==> src/rtl/cordic_pkg.sv <==
// Shared constants, angle table and state encoding for the iterative CORDIC cosine engine.
// All fixed-point values are unsigned Q1.20 unless noted.
package cordic_pkg;

    localparam int FRACS     = 20;
    localparam int INTS      = 1;
    localparam int WIDTH     = INTS + FRACS;
    localparam int GUARD     = 2;
    localparam int IW        = WIDTH + GUARD;
    localparam int ITERS_MAX = 20;

    localparam logic [WIDTH-1:0] K_SCALED = 21'd636751;
    localparam logic [WIDTH-1:0] HALF_PI  = 21'd1647099;
    localparam logic [WIDTH-1:0] ONE      = 21'd1048576;

    typedef enum logic [1:0] {
        IDLE,
        ROTATE,
        DONE
    } state_t;

    // round(atan(2^-i) * 2^20), sign-extended to the internal width
    function automatic logic signed [IW-1:0] atan_lut(input logic [4:0] idx);
        logic signed [IW-1:0] val;
        case (idx)
            5'd0:    val = 23'sd823550;
            5'd1:    val = 23'sd486170;
            5'd2:    val = 23'sd256879;
            5'd3:    val = 23'sd130396;
            5'd4:    val = 23'sd65451;
            5'd5:    val = 23'sd32757;
            5'd6:    val = 23'sd16383;
            5'd7:    val = 23'sd8192;
            5'd8:    val = 23'sd4096;
            5'd9:    val = 23'sd2048;
            5'd10:   val = 23'sd1024;
            5'd11:   val = 23'sd512;
            5'd12:   val = 23'sd256;
            5'd13:   val = 23'sd128;
            5'd14:   val = 23'sd64;
            5'd15:   val = 23'sd32;
            5'd16:   val = 23'sd16;
            5'd17:   val = 23'sd8;
            5'd18:   val = 23'sd4;
            5'd19:   val = 23'sd2;
            default: val = '0;
        endcase
        return val;
    endfunction

endpackage

==> src/rtl/cordic_microrotation.sv <==
// One rotation-mode CORDIC step: rotates (x, y) toward the residual angle z by +/-atan(2^-i).
// Purely combinational; shifts are arithmetic and truncate toward minus infinity.
module cordic_microrotation
    import cordic_pkg::*;
(
    input  logic signed [IW-1:0] x_i,
    input  logic signed [IW-1:0] y_i,
    input  logic signed [IW-1:0] z_i,
    input  logic        [4:0]    iter_i,
    input  logic signed [IW-1:0] atan_i,
    output logic signed [IW-1:0] x_o,
    output logic signed [IW-1:0] y_o,
    output logic signed [IW-1:0] z_o
);

    logic                 d;
    logic signed [IW-1:0] x_sh;
    logic signed [IW-1:0] y_sh;

    assign d    = ~z_i[IW-1];
    assign x_sh = x_i >>> iter_i;
    assign y_sh = y_i >>> iter_i;

    assign x_o = d ? (x_i - y_sh)   : (x_i + y_sh);
    assign y_o = d ? (y_i + x_sh)   : (y_i - x_sh);
    assign z_o = d ? (z_i - atan_i) : (z_i + atan_i);

endmodule

==> src/rtl/cordic_cos_iter.sv <==
// Iterative CORDIC cosine: accepts a Q1.20 angle, runs ITERS micro-rotations, and holds the
// clamped Q1.20 cosine until the consumer takes it.
module cordic_cos_iter
    import cordic_pkg::*;
#(
    parameter int ITERS = 16
) (
    input  logic             clk,
    input  logic             reset_n,
    input  logic             in_valid,
    output logic             in_ready,
    input  logic [WIDTH-1:0] angle_in,
    output logic             out_valid,
    input  logic             out_ready,
    output logic [WIDTH-1:0] cos_out,
    output logic             out_range
);

    state_t               state_q, state_d;
    logic signed [IW-1:0] x_q, x_d;
    logic signed [IW-1:0] y_q, y_d;
    logic signed [IW-1:0] z_q, z_d;
    logic        [4:0]    iter_q, iter_d;
    logic                 range_q, range_d;
    logic                 in_ready_q, in_ready_d;
    logic                 out_valid_q, out_valid_d;
    logic        [WIDTH-1:0] cos_q, cos_d;
    logic                 out_range_q, out_range_d;

    logic signed [IW-1:0] mr_x, mr_y, mr_z;
    logic        [WIDTH-1:0] clamp_cos;

    cordic_microrotation u_microrotation (
        .x_i    (x_q),
        .y_i    (y_q),
        .z_i    (z_q),
        .iter_i (iter_q),
        .atan_i (atan_lut(iter_q)),
        .x_o    (mr_x),
        .y_o    (mr_y),
        .z_o    (mr_z)
    );

    // Negative x means the angle overshot pi/2; bit WIDTH set means x >= 2.0 (saturate).
    always_comb begin
        if (mr_x[IW-1] || range_q) begin
            clamp_cos = '0;
        end else if (mr_x[WIDTH]) begin
            clamp_cos = '1;
        end else begin
            clamp_cos = mr_x[WIDTH-1:0];
        end
    end

    // NOTE: every next-state signal gets its hold value first so no path leaves it unassigned (no latches).
    always_comb begin
        state_d     = state_q;
        x_d         = x_q;
        y_d         = y_q;
        z_d         = z_q;
        iter_d      = iter_q;
        range_d     = range_q;
        in_ready_d  = in_ready_q;
        out_valid_d = out_valid_q;
        cos_d       = cos_q;
        out_range_d = out_range_q;

        case (state_q)
            IDLE: begin
                in_ready_d = 1'b1;
                if (in_valid && in_ready_q) begin
                    x_d        = {2'b00, K_SCALED};
                    y_d        = '0;
                    z_d        = {2'b00, angle_in};
                    range_d    = (angle_in > HALF_PI);
                    iter_d     = '0;
                    in_ready_d = 1'b0;
                    state_d    = ROTATE;
                end
            end
            ROTATE: begin
                x_d    = mr_x;
                y_d    = mr_y;
                z_d    = mr_z;
                iter_d = iter_q + 5'd1;
                if (iter_q == 5'(ITERS - 1)) begin
                    cos_d       = clamp_cos;
                    out_range_d = range_q;
                    out_valid_d = 1'b1;
                    state_d     = DONE;
                end
            end
            DONE: begin
                if (out_valid_q && out_ready) begin
                    out_valid_d = 1'b0;
                    in_ready_d  = 1'b1;
                    state_d     = IDLE;
                end
            end
            default: state_d = IDLE;
        endcase
    end

    // NOTE: sequential state uses non-blocking assignments so every register samples pre-edge values.
    always_ff @(posedge clk or negedge reset_n) begin
        if (!reset_n) begin
            state_q     <= IDLE;
            x_q         <= '0;
            y_q         <= '0;
            z_q         <= '0;
            iter_q      <= '0;
            range_q     <= 1'b0;
            in_ready_q  <= 1'b0;
            out_valid_q <= 1'b0;
            cos_q       <= '0;
            out_range_q <= 1'b0;
        end else begin
            state_q     <= state_d;
            x_q         <= x_d;
            y_q         <= y_d;
            z_q         <= z_d;
            iter_q      <= iter_d;
            range_q     <= range_d;
            in_ready_q  <= in_ready_d;
            out_valid_q <= out_valid_d;
            cos_q       <= cos_d;
            out_range_q <= out_range_d;
        end
    end

    assign in_ready  = in_ready_q;
    assign out_valid = out_valid_q;
    assign cos_out   = cos_q;
    assign out_range = out_range_q;

endmodule

==> config.mk <==
export PLATFORM = sky130hd
export DESIGN_NAME = cordic_cos_iter
export DESIGN_NICKNAME = d
export VERILOG_FILES = /design/src/rtl/cordic_pkg.sv /design/src/rtl/cordic_microrotation.sv /design/src/rtl/cordic_cos_iter.sv
export SDC_FILE = /design/constraint.sdc
export NUM_CORES = 1
export LEC_CHECK = 0
export ABC_AREA = 0
export CORE_MARGIN = 4
export CORE_UTILIZATION = 41
export CTS_BUF_LIST = sky130_fd_sc_hd__clkbuf_4 sky130_fd_sc_hd__clkbuf_8
export DETAILED_ROUTE_END_ITERATION = 12
export PLACE_DENSITY = 0.69
export SETUP_SLACK_MARGIN = 0.05
export SLEW_MARGIN = 40
export SYNTH_ARGS = -nofsm -noshare
export SYNTH_HDL_FRONTEND = slang
export SYNTH_HIERARCHICAL = 1
export SYNTH_SLANG_ARGS = --single-unit
==> constraint.sdc <==
create_clock -name clk -period 8.3 [get_ports clk]
set_input_delay 0.83 -clock clk [delete_from_list [all_inputs] [get_ports clk]]
set_output_delay 0.83 -clock clk [all_outputs]
set_load 0.02 [all_outputs]
==> impl_metrics.py <==
metrics = {
    "die": {
        "fp.dieH_microns": 179,
        "die_area_sq_um": 32100,
        "start_util": 0.417,
        "ios": 49,
        "rows": 62,
        "coreArea_sq_um": 28900,
        "fp.dieW_microns": 179,
    },
    "setup_path": {
        "critPathCaptureType": "flop",
        "crit_fanout": 27,
        "reg2reg_slack_ns": 1.51,
        "timing.rr.end": "cos_out[12]$_DFFE_PN0P_",
        "setup.worst_path.class": "flop to flop",
        "worstReg2RegStart": "iter_q[0]$_DFFE_PN0P_",
        "critical_path_arrival_ns": 7.10,
        "required_ns": 8.60,
        "cp-startpoint": "iter_q[0]$_DFFE_PN0P_",
        "critPathLaunchType": "flop",
        "ff2ff_path_depth": 22,
    },
    "routing": {
        "drc": 0,
        "drtIter0Drc": 921,
        "drt_first_pass_iters": 6,
        "post_drt_via_cell_ratio": 6.10,
        "wl_per_cell_microns": 18.9,
        "finalWirelength_microns": 33300,
        "ant_nets": 0,
        "via_count": 10777,
    },
    "placed_design": {
        "pre_cts_ws_ns": 1.69,
        "dpl.hpwl_microns": 25000,
        "finalWeightedCongestion": 0.949,
        "dp.cells": 1750,
        "portBuffers": 48,
        "dpl-instance-area_sq_um": 12600,
    },
    "sta": {
        "fin_tns_setup_ns": 0,
        "hold_viol": 0,
        "finalCriticalPeriod_ns": 6.79,
        "tightest_slew_ns": 0.836,
        "report.final.slew_viol_count": 0,
        "timing.final.ws_setup_ns": 1.51,
        "slew_headroom": 0.443,
        "rsz0062_at_grt": "false",
        "finalSetupViolCount": 0,
        "fin_hold_ws_ns": 0.414,
        "period_share": 0.818,
        "fin_worst_skew_ns": 0.0240,
        "fmax_mhz": 147,
    },
    "cts": {
        "clk_latency_ns": 0.41,
        "root_buffer": "clkbuf_8",
        "postCtsHoldBufs": 0,
        "clock_path_buffers": 2,
        "numCtsBuffers": 9,
        "clkSinkCount": 101,
        "path_clk_slew_ns": 0.13,
        "cts_tree": "done",
        "h-tree-depth": 3,
        "postCtsSetupBuffers": 0,
        "postCtsResizedCells": 0,
    },
    "power": {
        "power_density_nw_per_um2": 66.8,
        "total_power_mw": 0.859,
        "ir_drop_mv": 0.0688,
        "p_leak_nw": 5.97,
    },
    "yosys": {
        "synthArstFlopShare": 1.00,
        "synth_top_family_by_area": "compound AO/OA/AOI/OAI gates",
        "synth.distinct_cells": 92,
        "synth_fa_ha_area_frac": 0.0955,
        "synthMuxAreaShare": 0.165,
        "synth_compound_area_frac": 0.240,
        "avgSynthCellArea_sq_um": 8.72,
        "syn_area_sq_um": 12000,
        "synth_xor_area_frac": 0.0827,
        "synth_most_common_cell": "o21ai_0",
        "yosys_warnings": 6,
        "synth-seq-area-share": 0.210,
        "synth.area.top_cells": "dfrtp_1 21%, ha_1 9.0%, mux4_2 6.9%",
        "ys.flop_type": "dfrtp_1",
        "synth_top_area_frac": 0.210,
        "synth-seq-cells": 101,
        "synth_edf_count": 0,
        "syn_inst": 1380,
        "yosys.area.top_type": "dfrtp_1",
        "synth_common_cells": "114 x o21ai_0, 113 x nor2_1, 101 x dfrtp_1",
        "synthSimpleGateAreaFrac": 0.152,
    },
    "cells_and_area": {
        "nFillCells": 2829,
        "stdcell_count": 1767,
        "final_util": 0.446,
        "final_area_sq_um": 12900,
        "drive_gt1_frac": 0.101,
        "nets": 1493,
        "multiInputGateArea_sq_um": 8860,
        "antennaDiodeCount": 0,
        "ff_latch_area_sq_um": 2540,
        "area_growth_pct": 6.92,
    },
    "grt": {
        "grt_remaining_overflow": 0,
        "antenna_found_initial": 0,
        "grt_usage": 0.206,
        "grt_max_degree": 59,
        "grt_pass1_vias": 10163,
        "grt_first_pass_wirelength_microns": 53600,
    },
    "run": {
        "max_cap_viol_count": 0,
    },
    "worst_hold_path": {
        "worstHoldPathType": "input port to asynchronous set/reset pin",
    },
    "run_status": {
        "status": "complete, no violations",
    },
}
## cell type report
class | count | share of cell area
clock buffer | 10 | 0.0102
clock inverter | 6 | 0.00525
inverter | 48 | 0.0140
multi-input combinational | 1154 | 0.689
sequential | 101 | 0.197
tap | 384 | 0.0374
timing repair buffer | 64 | 0.0466
## cell usage in the layout, fill, tap and decap left out, types with 11 or more instances in the layout
cell type and n:
o21ai_0 114, nor2_1 113, nand2_1 96, dfrtp_1 95, a21oi_1 94, ha_1 87
xnor2_1 63, mux2i_1 56, xor2_1 48, inv_1 47, clkdlybuf4s50_1 47, mux4_2 37
a22o_1 36, mux2_2 29, nor3_1 28, o21ai_1 27, nor2b_1 21, nand3_1 21
a21o_1 19, and2_1 17, buf_4 15, and3_1 13, a211oi_1 13, o31ai_1 13
o22a_1 12, o21a_1 11, a31oi_1 11, nand2b_1 11
## per-layer routing
layer / vias up / global-route usage / routed length, microns
met5: - / 0 / 0
met4: 0 / 0.0695 / 1050
met3: 69 / 0.0325 / 2080
met1: 5166 / 0.275 / 14500
li1: 5168 / - / -
met2: 374 / 0.343 / 15700
## cell families after synthesis
kind of cell	count (synthesis)
adder cells (fa/ha/maj)	90
XOR/XNOR	112
flip-flops	101
AND/OR/NAND/NOR	373
buffers and inverters	128
AO/OA/AOI/OAI	441
multiplexers	134
other	1
## worst max-delay path: stages, from the launching register on
cell	delay (ns)
dfrtp_2	0.82
buf_4	0.42
nor2_1	0.11
a222oi_1	0.73
mux4_2	0.44
inv_1	0.07
ha_1	0.27
nor2_1	0.09
a21oi_1	0.08
fa_1	0.46
a211o_1	0.31
a2111o_1	0.40
a211oi_1	0.37
o21ai_0	0.18
a31o_2	0.29
a31oi_1	0.27
o21ai_0	0.15
a31oi_1	0.24
xnor3_1	0.37
nor2_1	0.11
buf_4	0.23
o21ai_0	0.11
o21ai_0	0.17
## where the power goes
group	internal, mW	total [mW]	switching [mW]
clock network	0.122	0.332	0.210
logic	0.0151	0.0355	0.0204
registers	0.492	0.492	0
total	0.629	0.859	0.230
## registers in the layout, indices dropped and copies added, names as in the netlist
signal / count
state_q: 2
out_valid: 1
z_q: 23
range_q: 1
x_q: 23
iter_q: 5
cos_out: 21
y_q: 23
in_ready: 1
out_range: 1
## worst max path at each step
stage,to,depth (start not counted)
3_3_place_gp,cos_out[2]$_DFFE_PN0P_,22
5_1_grt,cos_out[11]$_DFFE_PN0P_,22
3_5_place_dp,cos_out[0]$_DFFE_PN0P_,22
2_1_floorplan,cos_out[14]$_DFFE_PN0P_,25
4_1_cts,cos_out[12]$_DFFE_PN0P_,22
6_report,cos_out[12]$_DFFE_PN0P_,22
No activity file was read; power rests on OpenSTA's default activity.
